### src/rtl/pipe_wb_reg.sv
`default_nettype none
// ============================================================================
// Module   : pipe_wb_reg
// Brief    : Multi-lane MEM->WB pipeline register with flush, WAW arbitration,
//            x0 suppression and saturating bubble/hold counters.
// Revision : 1.0
// ============================================================================
module pipe_wb_reg #(
    parameter int NUM_LANES = 2,
    parameter int DATA_W    = 32,
    parameter int ADDR_W    = 5,
    parameter int STALL_W   = 6,
    parameter int STAGE     = 4,
    parameter int CNT_W     = 16
) (
    input  logic                          clk,
    input  logic                          rst,
    input  logic [STALL_W-1:0]            stall,
    input  logic                          flush,
    input  logic                          clr_cnt,
    input  logic [NUM_LANES-1:0]          in_w_enable,
    input  logic [NUM_LANES*ADDR_W-1:0]   in_w_addr,
    input  logic [NUM_LANES*DATA_W-1:0]   in_w_data,
    output logic [NUM_LANES-1:0]          out_w_enable,
    output logic [NUM_LANES*ADDR_W-1:0]   out_w_addr,
    output logic [NUM_LANES*DATA_W-1:0]   out_w_data,
    output logic [CNT_W-1:0]              bubble_cnt,
    output logic [CNT_W-1:0]              hold_cnt
);

    localparam logic [CNT_W-1:0] c_cnt_max = {CNT_W{1'b1}};

    logic                        w_own;
    logic                        w_down;
    logic                        w_nop;
    logic                        w_hold;
    logic                        w_unused_stall;
    logic [NUM_LANES-1:0]        w_eff;
    logic [NUM_LANES*ADDR_W-1:0] w_nxt_addr;
    logic [NUM_LANES*DATA_W-1:0] w_nxt_data;

    logic [NUM_LANES-1:0]        r_en;
    logic [NUM_LANES*ADDR_W-1:0] r_addr;
    logic [NUM_LANES*DATA_W-1:0] r_data;
    logic [CNT_W-1:0]            r_bubble_cnt;
    logic [CNT_W-1:0]            r_hold_cnt;

    assign w_own = stall[STAGE];

    // The last stage has no downstream neighbour, so it can never be held.
    generate
        if (STAGE == STALL_W - 1) begin : g_last_stage
            assign w_down = 1'b0;
        end else begin : g_mid_stage
            assign w_down = stall[STAGE+1];
        end
    endgenerate

    assign w_unused_stall = ^stall;

    assign w_nop  = flush || (w_own && !w_down);
    assign w_hold = !flush && w_own && w_down;

    // A lane survives unless its target is x0 or a higher lane writes the same register.
    always_comb begin
        w_eff = '0;
        for (int i = 0; i < NUM_LANES; i++) begin
            w_eff[i] = in_w_enable[i] && (in_w_addr[i*ADDR_W +: ADDR_W] != '0);
            for (int j = i + 1; j < NUM_LANES; j++) begin
                if (in_w_enable[j] &&
                    (in_w_addr[j*ADDR_W +: ADDR_W] == in_w_addr[i*ADDR_W +: ADDR_W])) begin
                    w_eff[i] = 1'b0;
                end
            end
        end
    end

    generate
        for (genvar g = 0; g < NUM_LANES; g++) begin : g_lane
            assign w_nxt_addr[g*ADDR_W +: ADDR_W] = w_eff[g] ? in_w_addr[g*ADDR_W +: ADDR_W] : '0;
            assign w_nxt_data[g*DATA_W +: DATA_W] = w_eff[g] ? in_w_data[g*DATA_W +: DATA_W] : '0;
        end
    endgenerate

    always_ff @(posedge clk or negedge rst) begin
        if (!rst) begin
            r_en   <= '0;
            r_addr <= '0;
            r_data <= '0;
        end else if (w_nop) begin
            r_en   <= '0;
            r_addr <= '0;
            r_data <= '0;
        end else if (!w_own) begin
            r_en   <= w_eff;
            r_addr <= w_nxt_addr;
            r_data <= w_nxt_data;
        end
    end

    always_ff @(posedge clk or negedge rst) begin
        if (!rst) begin
            r_bubble_cnt <= '0;
            r_hold_cnt   <= '0;
        end else if (clr_cnt) begin
            r_bubble_cnt <= '0;
            r_hold_cnt   <= '0;
        end else if (w_nop) begin
            if (r_bubble_cnt != c_cnt_max) begin
                r_bubble_cnt <= r_bubble_cnt + CNT_W'(1);
            end
        end else if (w_hold) begin
            if (r_hold_cnt != c_cnt_max) begin
                r_hold_cnt <= r_hold_cnt + CNT_W'(1);
            end
        end
    end

    assign out_w_enable = r_en;
    assign out_w_addr   = r_addr;
    assign out_w_data   = r_data;
    assign bubble_cnt   = r_bubble_cnt;
    assign hold_cnt     = r_hold_cnt;

endmodule
`default_nettype wire

### config.mk
export PLATFORM = sky130hd
export DESIGN_NAME = pipe_wb_reg
export DESIGN_NICKNAME = d
export VERILOG_FILES = /design/src/rtl/pipe_wb_reg.sv
export SDC_FILE = /design/constraint.sdc
export NUM_CORES = 1
export LEC_CHECK = 0
export BUFFER_PORTS_ARGS = -buffer_cell sky130_fd_sc_hd__buf_2
export CAP_MARGIN = 20
export CORE_ASPECT_RATIO = 1.75
export CORE_UTILIZATION = 40
export DETAILED_ROUTE_END_ITERATION = 10
export HOLD_SLACK_MARGIN = 0.12
export PLACE_DENSITY = 0.74
export SYNTH_ARGS = -nofsm -noshare
export SYNTH_HDL_FRONTEND = slang
export SYNTH_SLANG_ARGS = --single-unit
### constraint.sdc
create_clock -name clk -period 2.8 [get_ports clk]
set_clock_uncertainty 0.05 [all_clocks]
set_input_delay 0.84 -clock clk [delete_from_list [all_inputs] [get_ports clk]]
set_output_delay 0.84 -clock clk [all_outputs]
set_load 0.005 [all_outputs]
==> results_dict.tcl, run 1 <==
set metrics [dict create \
    async_reset_ff_share_pct 100 \
    root_buffer "clkbuf_16" \
    syn_inst 392 \
    grt_pass1_vias 4172 \
    synth.largest_area_cell "dfrtp_1" \
    die_h_um 146 \
    critPathArrivalTime_ps 2360 \
    synth_nets 480 \
    cts_tree "done" \
    drtPass1Iterations 8 \
    dieArea_um2 12200 \
    finalHoldViolations 0 \
    grt_first_pass_wirelength_um 20800 \
    critPathLaunchType "input port" \
    finalNetCount 664 \
    grt_use_total_pct 21.1 \
    clock_sinks 108 \
    failed_checks "DRC" \
    syn_area_per_cell_um2 12.0 \
    core_area_um2 11500 \
    layout_min_cycle_time_ps 2140 \
    fp-row-count 52 \
    p_clk_share_pct 38.1 \
    cts_buffer_depth 2 \
    seqPwrFrac_pct 53.4 \
    synthTopCellsByCount "dfrtp_1, a32o_1, a22o_1" \
    rsz0062_at_grt "false" \
    dpl_cell_area_um2 5800 \
    synth_top_area_share_pct 57.4 \
    grt-ovfl-total 0 \
    slew_violations 0 \
    synth_edf_count 0 \
    viasPerCell 5.89 \
    clk_pin_slew_worst_paths_ps 60 \
    power_uw 3040 \
    place_hpwl_um 8980 \
    setup_tns_ps 0 \
    max_freq_ghz 0.467 \
    setup_violations 0 \
    synth.distinct_cells 52 \
    yosysMostFrequentCell "dfrtp_1" \
    power_frac_comb_pct 8.5 \
    irDropWorstVdd_mv 0.276 \
    initial_core_util_pct 40.9 \
    htree_levels 3 \
    num_antenna_cells 0 \
    ys_ff_latch 108 \
    ys_dominant_reg_cell "dfrtp_1" \
    post_cts_resized 0 \
    wl_per_cell_um 17.6 \
    syn_area_um2 4710 \
    drive_gt1_share_pct 38.6 \
    syn_to_final_growth_pct 28.9 \
    synth_area_leaders "dfrtp_1, a32o_1, a22o_1" \
    stdcell_area_um2 6070 \
    clock_latency_ps 340 \
    ant_nets 0 \
    die_x_um 84.0 \
    tightestPinTransition_ps 808 \
    antenna_found_initial 0 \
    first_iter_violations 228 \
    crit_fanout 21 \
    cts_setup_buffers 0 \
    swShare_pct 23.7 \
    internal_power_uw 2320 \
    p_leak_uw 0.00308 \
    period_share_pct 76.5 \
    fillers 1039 \
    place.gp.congestion 0.839 \
    yosys_warnings 0 \
    end_kind "flip-flop" \
    port_buffers 189 \
    drt_drc_violations_left 32 \
    vias 4211 \
    cap_violations 0 \
    worstHoldPathType "flip-flop to flip-flop" \
    run_status "complete, but fails checks" \
    numCtsBuffers 9 \
    powerDensity_nw_per_um2 500 \
    cp_data_required_time_ps 3020 \
    grt_max_degree 109 \
    p_switching_uw 720 \
    postLayoutCoreUtil_pct 52.7 \
    relSlewSlack_pct 45.9 \
    finalWirelength_um 12600 \
    hold_buffers 0 \
    io_pins 194 \
    synth_seq_area_share_pct 57.4 \
    timing.hold.ws_ps 433 \
    crit_type "input port to flip-flop" \
]
==> layer usage <==
layer | global-route usage, % | vias up | part of all wire [%]
met2 | 36.2 | 148 | 52
li1 | - | 1928 | -
met5 | 0 | - | 0
met1 | 25.3 | 2104 | 40
met3 | 4.08 | 31 | 5.4
met4 | 9.66 | 0 | 3.0
==> cell usage in the layout (no fill, tap or decap), types with 6 or more instances in the layout <==
cell type    n
a21oi_1     22
a22o_1      36
a32o_1      37
and3_1       8
buf_2      188
buf_4       11
clkbuf_16    9
dfrtp_1    108
nand2_1     15
nand3_1     11
nand4_1      6
nor2_1      11
o21ai_0     17
o31ai_1      7
or3_1       11
or4_1        9
==> critical path: stages <==
cell	delay [ps]
buf_2	110
or4_1	110
nor2_1	50
nor4b_4	690
buf_4	370
a22o_1	180
==> final cells by class <==
class                           count  area, um^2  area share [%]
Clock buffer                       10         229            3.77
Sequential cell                   108        2700            44.5
Clock inverter                      5        38.8           0.639
Tap cell                          135         169            2.78
Timing Repair Buffer              200        1040            17.2
Inverter                            5        18.8           0.309
Multi-Input combinational cell    252        1870            30.8
==> cells by family after synthesis <==
logic type      after synthesis  synth area share [%]
compound gates              145                  24.7
mux                           2                 0.451
flops                       108                  57.4
fa+ha+maj                     2                 0.531
buf+inv                      32                  3.16
simple gates                 98                  12.8
xor+xnor                      5                 0.929
==> path summary, 6_finish.rpt <==
path | start | endpoint | slack, ps | cells after the start
max | in_w_addr[7] | out_w_data[46] | 660 | 6
min | out_w_enable[1] | out_w_enable[1] | 430 | 1
max reg2reg | hold_cnt[3] | hold_cnt[13] | 870 | 4
min reg2reg | out_w_enable[1] | out_w_enable[1] | 430 | 1
max in group asynchronous | rst | out_w_data[46] | 1700 | 2
min in group asynchronous | rst | bubble_cnt[14] | 470 | 2
==> registers in the layout (all words and copies together), names as in the netlist <==
register / flops
out_w_data: 64
bubble_cnt: 16
hold_cnt: 16
out_w_addr: 10
out_w_enable: 2
==> through the flow <==
stage | instances | setup WS [ps]
final | 715 | 658
after global routing | 715 | 471
after CTS | 715 | 662
after detailed placement | 700 | 273
after global placement | 700 | 331
after floorplan | 392 | 556
==> power by group through the flow <==
stage               Combinational (uW)  Clock [uW]  Sequential [uW]
floorplan                         93.4           0             1650
global placement                   253           0             1650
detailed placement                 261           0             1650
CTS                                262        1190             1620
global route                       287        1260             1630
finish                             258        1160             1620
No activity file was read; power rests on OpenSTA's default activity.
==> inputs of run 2 (changes only) <==
- ABC_AREA: not set -> 1
- PLACE_DENSITY: 0.74 -> 0.76
- clock period: 2.8 -> 1.9 ns (I/O delays scaled with it)
==> run 2 against run 1 <==
Against the previous run: combinational power up 93%; first-iteration DRC count rose by 18%; sequential power rose by 49%; the flow now finishes without violations; global-route usage up 0.78 points; critical path depth up 4; routed wire length up 13%; cell count is 44% higher; via count rose by 18%; clock power up 59%; largest power group unchanged; largest cell class unchanged; critical path type is now flip-flop to flip-flop; worst setup slack got worse by 510 ps; register-to-register slack got worse by 720 ps.
==> results_dict.tcl, run 2 <==
set metrics [dict create \
    drt_drc_violations_left 0 \
    vias 4962 \
    initial_core_util_pct 40.8 \
    rsz0062_at_grt "false" \
    fillers 1263 \
    grt-ovfl-total 0 \
    die_h_um 154 \
    critPathArrivalTime_ps 1970 \
    cts_buffer_depth 2 \
    powerDensity_nw_per_um2 691 \
    wl_met1_um 5640 \
    ys_ff_latch 108 \
    layout_min_cycle_time_ps 1750 \
    setup_tns_ps 0 \
    irDropWorstVdd_mv 0.421 \
    grt_pass1_vias 4798 \
    viasPerCell 4.82 \
    drive_gt1_share_pct 30.4 \
    wl_per_cell_um 13.8 \
    clock_sinks 108 \
    yosys_warnings 0 \
    fp-row-count 55 \
    max_freq_ghz 0.572 \
    met3WireLength_um 441 \
    root_buffer "clkbuf_16" \
    cpPeakStageDelay_ps 440 \
    synth_top_area_share_pct 51.5 \
    io_pins 194 \
    syn_area_um2 5250 \
    seqCellArea_um2 2700 \
    htree_levels 3 \
    ant_nets 0 \
    fin_ws_ps 151 \
    syn_area_per_cell_um2 8.03 \
    routed.top_layer "met4" \
    layout_commonest_cell "nand2_1" \
    p_leak_uw 0.00384 \
    ys_dominant_reg_cell "dfrtp_1" \
    tightestPinTransition_ps 542 \
    dp_slack_ps 151 \
    cap_violations 0 \
    first_iter_violations 270 \
    run_status "finished, final reports clean" \
    numCtsBuffers 9 \
    multi_input_area_um2 2160 \
    grt_first_pass_wirelength_um 23000 \
    antenna_found_initial 0 \
    syn_to_final_growth_pct 30.9 \
    period_share_pct 92.1 \
    synth_edf_count 0 \
    synth.distinct_cells 30 \
    syn_inst 654 \
    async_reset_ff_share_pct 100 \
    finalHoldViolations 0 \
    synth_nets 742 \
    clk_pin_slew_worst_paths_ps 80 \
    mostFrequentLayoutCells "nand2_1, buf_2, dfrtp_1, nand3_1, inv_1" \
    met2WireLength_um 7510 \
    worstHoldPathType "input port to flip-flop" \
    crit_type "flip-flop to flip-flop" \
    port_buffers 189 \
    critPathLaunchType "flip-flop" \
    finalWirelength_um 14200 \
    synth_seq_area_share_pct 51.5 \
    crit_fanout 6 \
    grt_max_degree 40 \
    cts_tree "done" \
    synth_area_leaders "dfrtp_1, nand2_1, nand3_1" \
    finalNetCount 942 \
    grt_use_total_pct 21.9 \
    timing.hold.ws_ps 397 \
    yosysMostFrequentCell "nand2_1" \
    num_antenna_cells 0 \
    synth.largest_area_cell "dfrtp_1" \
    setup_violations 0 \
    relSlewSlack_pct 63.6 \
    slowest_stage "dfrtp_1" \
    drtPass1Iterations 4 \
    place.gp.congestion 0.870 \
    end_kind "flip-flop" \
    path_cells "ha_1 -> inv_1 -> nor2_4 -> nand2_1 -> nor2_1 -> nor2_1 -> nor2_2 -> buf_4 -> nand2_1 -> o21ai_1" \
    clock_latency_ps 340 \
    dieArea_um2 13600 \
    place_hpwl_um 10600 \
    core_area_um2 12900 \
    cp_data_required_time_ps 2120 \
    synthTopCellsByCount "nand2_1, dfrtp_1, nand3_1" \
    largest_register_ffs 64 \
    die_x_um 88.6 \
    slew_violations 0 \
]
[run 2: report_power, final]
group / internal, uW / switching [uW]
Clock: 925 / 921
Combinational: 212 / 285
Sequential: 2360 / 43.0
Total: 3500 / 1250
[run 2: critical path: cells and delay by family, from the launching register on]
kind | cells | cell delay (ps)
adders and majority gates | 1 | 210
DFF | 1 | 440
and+or+nand+nor | 6 | 610
buffers and inverters | 2 | 260
AOI/OAI and AO/OA | 1 | 80
[run 2: cell families after synthesis]
kind of cell / synth area share (%)
and+or+nand+nor: 30.8
DFF: 51.5
buffers and inverters: 7.44
AOI/OAI and AO/OA: 7.82
xor gates and xnor gates: 2.00
adders and majority gates: 0.477
[run 2: area by class of cell]
cell class | count | area share (%)
sequential | 108 | 39.3
multi-input combinational | 457 | 31.4
inverter | 62 | 3.39
timing repair buffer | 216 | 18.4
clock inverter | 7 | 1.02
tap | 171 | 3.11
clock buffer | 9 | 3.28
[run 2: final timing paths]
check,cells past startpoint,slack [ps],start,to
worst min register to register,2,430,out_w_data[7],out_w_data[7]
worst max-delay path,10,150,bubble_cnt[0],bubble_cnt[12]
min in group asynchronous,2,630,rst,out_w_data[42]
worst min-delay path,3,400,in_w_data[1],out_w_data[1]
max in group asynchronous,3,660,rst,out_w_data[11]
worst max register to register,10,150,bubble_cnt[0],bubble_cnt[12]
[run 2: what timing repair did]
| action | in CTS | in global routing |
|---|---|---|
| buffers inserted | 0 | 0 |
| hold buffers | 1 | 0 |
| endpoints found under the hold margin | 20 | 0 |
| gates resized for setup | 0 | 0 |
[run 2: stage by stage]
stage	power (uW)	cells	util [%]	instance area [um^2]
2_1_floorplan	2650	654	-	5250
3_3_place_gp	2940	1013	51.0	6570
3_5_place_dp	2950	1013	51.0	6570
4_1_cts	4820	1030	53.4	6870
5_1_grt	4960	1030	53.4	6870
6_report	4750	1030	53.4	6870
[run 2: layer usage]
layer / vias to the layer above / track usage (%)
met5: - / 0
met4: 0 / 11.3
met3: 44 / 2.68
met2: 137 / 37.9
met1: 2305 / 25.8
li1: 2476 / -
==> inputs of run 3 (changes only) <==
- CORE_ASPECT_RATIO: 1.75 -> 0.5
- MAX_ROUTING_LAYER: not set -> met4
==> run 3 against run 2 <==
Against the previous run: combinational power is 3% lower; die area is essentially flat; hold slack got worse by 280 ps; sequential power about the same; cell count down 0.97%; largest power group unchanged; critical path depth fell by 1; largest cell class unchanged.
==> results_dict.tcl, run 3 (same netlist as run 2, synthesis figures left out) <==
set metrics [dict create \
    rsz0062_at_grt "false" \
    dieArea_um2 13600 \
    drt_drc_violations_left 0 \
    cts_setup_buffers 0 \
    wl_met1_um 5840 \
    largest_register_ffs 64 \
    routed.top_layer "met4" \
    cp_data_required_time_ps 2120 \
    die_h_um 83 \
    powerDensity_nw_per_um2 715 \
    cts_tree "done" \
    grt-ovfl-total 0 \
    initial_core_util_pct 41.2 \
    worstHoldPathType "input port to asynchronous set/reset pin" \
    place.gp.congestion 0.868 \
    critPathLaunchType "flip-flop" \
    irDropWorstVdd_mv 0.363 \
    timing.hold.ws_ps 114 \
    ant_nets 0 \
    port_buffers 189 \
    clock_sinks 108 \
    cap_violations 0 \
    run_status "finished, final reports clean" \
    wl_per_cell_um 12.8 \
    internal_power_uw 3710 \
    seqPwrFrac_pct 49.4 \
    drive_gt1_share_pct 30.0 \
    grt_use_total_pct 21.0 \
    place_hpwl_um 9680 \
    drtPass1Iterations 4 \
    critPathArrivalTime_ps 1930 \
    fillers 1189 \
    numCtsBuffers 9 \
    grt_first_pass_wirelength_um 22300 \
    layout_commonest_cell "nand2_1" \
    root_buffer "clkbuf_16" \
    slew_violations 0 \
    r2r_setup_slack_ps 190 \
    max_freq_ghz 0.583 \
    power_uw 4880 \
    relSlewSlack_pct 71.2 \
    mostFrequentLayoutCells "nand2_1, buf_2, dfrtp_1, nand3_1, inv_1" \
    finalWirelength_um 13100 \
    antenna_found_initial 0 \
    p_clk_share_pct 40.7 \
    dp.cells 1004 \
    clk_pin_slew_worst_paths_ps 70 \
    p_switching_uw 1160 \
    finalHoldViolations 0 \
    fp-row-count 29 \
    clock_latency_ps 340 \
    viasPerCell 4.80 \
    num_antenna_cells 0 \
    core_area_um2 12700 \
    p_leak_uw 0.00380 \
    met2WireLength_um 6520 \
    grt_pass1_vias 4605 \
    first_iter_violations 205 \
    hold_buffers 0 \
    end_kind "flip-flop" \
    met3WireLength_um 469 \
    crit_fanout 24 \
    power_frac_comb_pct 9.9 \
    setup_violations 0 \
    post_cts_resized 0 \
    io_pins 194 \
    layout_min_cycle_time_ps 1710 \
    vias 4897 \
    swShare_pct 23.9 \
    period_share_pct 90.2 \
    fin_cells 1020 \
    die_x_um 164 \
    grt_max_degree 39 \
    setup_tns_ps 0 \
    finalNetCount 933 \
    htree_levels 3 \
    syn_to_final_growth_pct 29.9 \
    cts_buffer_depth 2 \
    crit_type "flip-flop to flip-flop" \
    tightestPinTransition_ps 431 \
]
[run 3: cell types whose count changed in the layout (fill, tap and decap cells not counted), sizes merged]
cell / before / now
buf: 215 / 207
clkbuf: 9 / 12
inv: 65 / 62
bufinv: 0 / 1
clkinvlp: 1 / 0
dlygate4sd3: 1 / 0
[run 3: per-stage QoR]
stage | instance area, um^2 | utilization [%] | setup slack [ps]
after global routing | 6820 | 53.6 | 24.0
final | 6820 | 53.6 | 185
after floorplan | 5250 | - | 263
after global placement | 6490 | 51.0 | 173
after CTS | 6810 | 53.5 | 123
after detailed placement | 6490 | 51.0 | 143
[run 3: metal layers]
layer / track usage (%) / up-vias
li1: - / 2460
met3: 3.95 / 22
met1: 26.5 / 2306
met5: - / -
met2: 34.5 / 109
met4: 6.23 / 0
[run 3: power groups by stage]
stage	Sequential (uW)	Clock, uW	Combinational [uW]
6_report	2410	1980	484
5_1_grt	2420	2120	547
4_1_cts	2410	2030	491
3_5_place_dp	2450	0	490
3_3_place_gp	2450	0	479
2_1_floorplan	2460	0	193
[run 3: layout make-up]
class,count,area (um^2),area share (%)
sequential,108,2700,39.6
multi-input combinational,457,2170,31.8
timing repair buffer,207,1180,17.4
clock buffer,12,267,3.91
inverter,62,233,3.41
tap,170,213,3.12
clock inverter,4,56.3,0.826
[run 3: critical path, stage by stage, from the launching register on]
cell and delay (ps):
dfrtp_1 430, ha_1 210, inv_1 100, nor2_4 190, nand2_4 80, nor2_4 150
nand2_4 80, nand2_8 180, nand2_1 90, o21ai_2 60
[run 3: path summary, 6_finish.rpt]
kind / from / to / cells past startpoint
max in group asynchronous: rst / out_w_data[45] / 2
setup reg to reg: hold_cnt[1] / hold_cnt[14] / 9
min in group clk: in_w_data[22] / out_w_data[22] / 3
hold / removal: rst / hold_cnt[12] / 1
setup / recovery: hold_cnt[1] / hold_cnt[14] / 9
hold reg to reg: out_w_addr[2] / out_w_addr[2] / 2
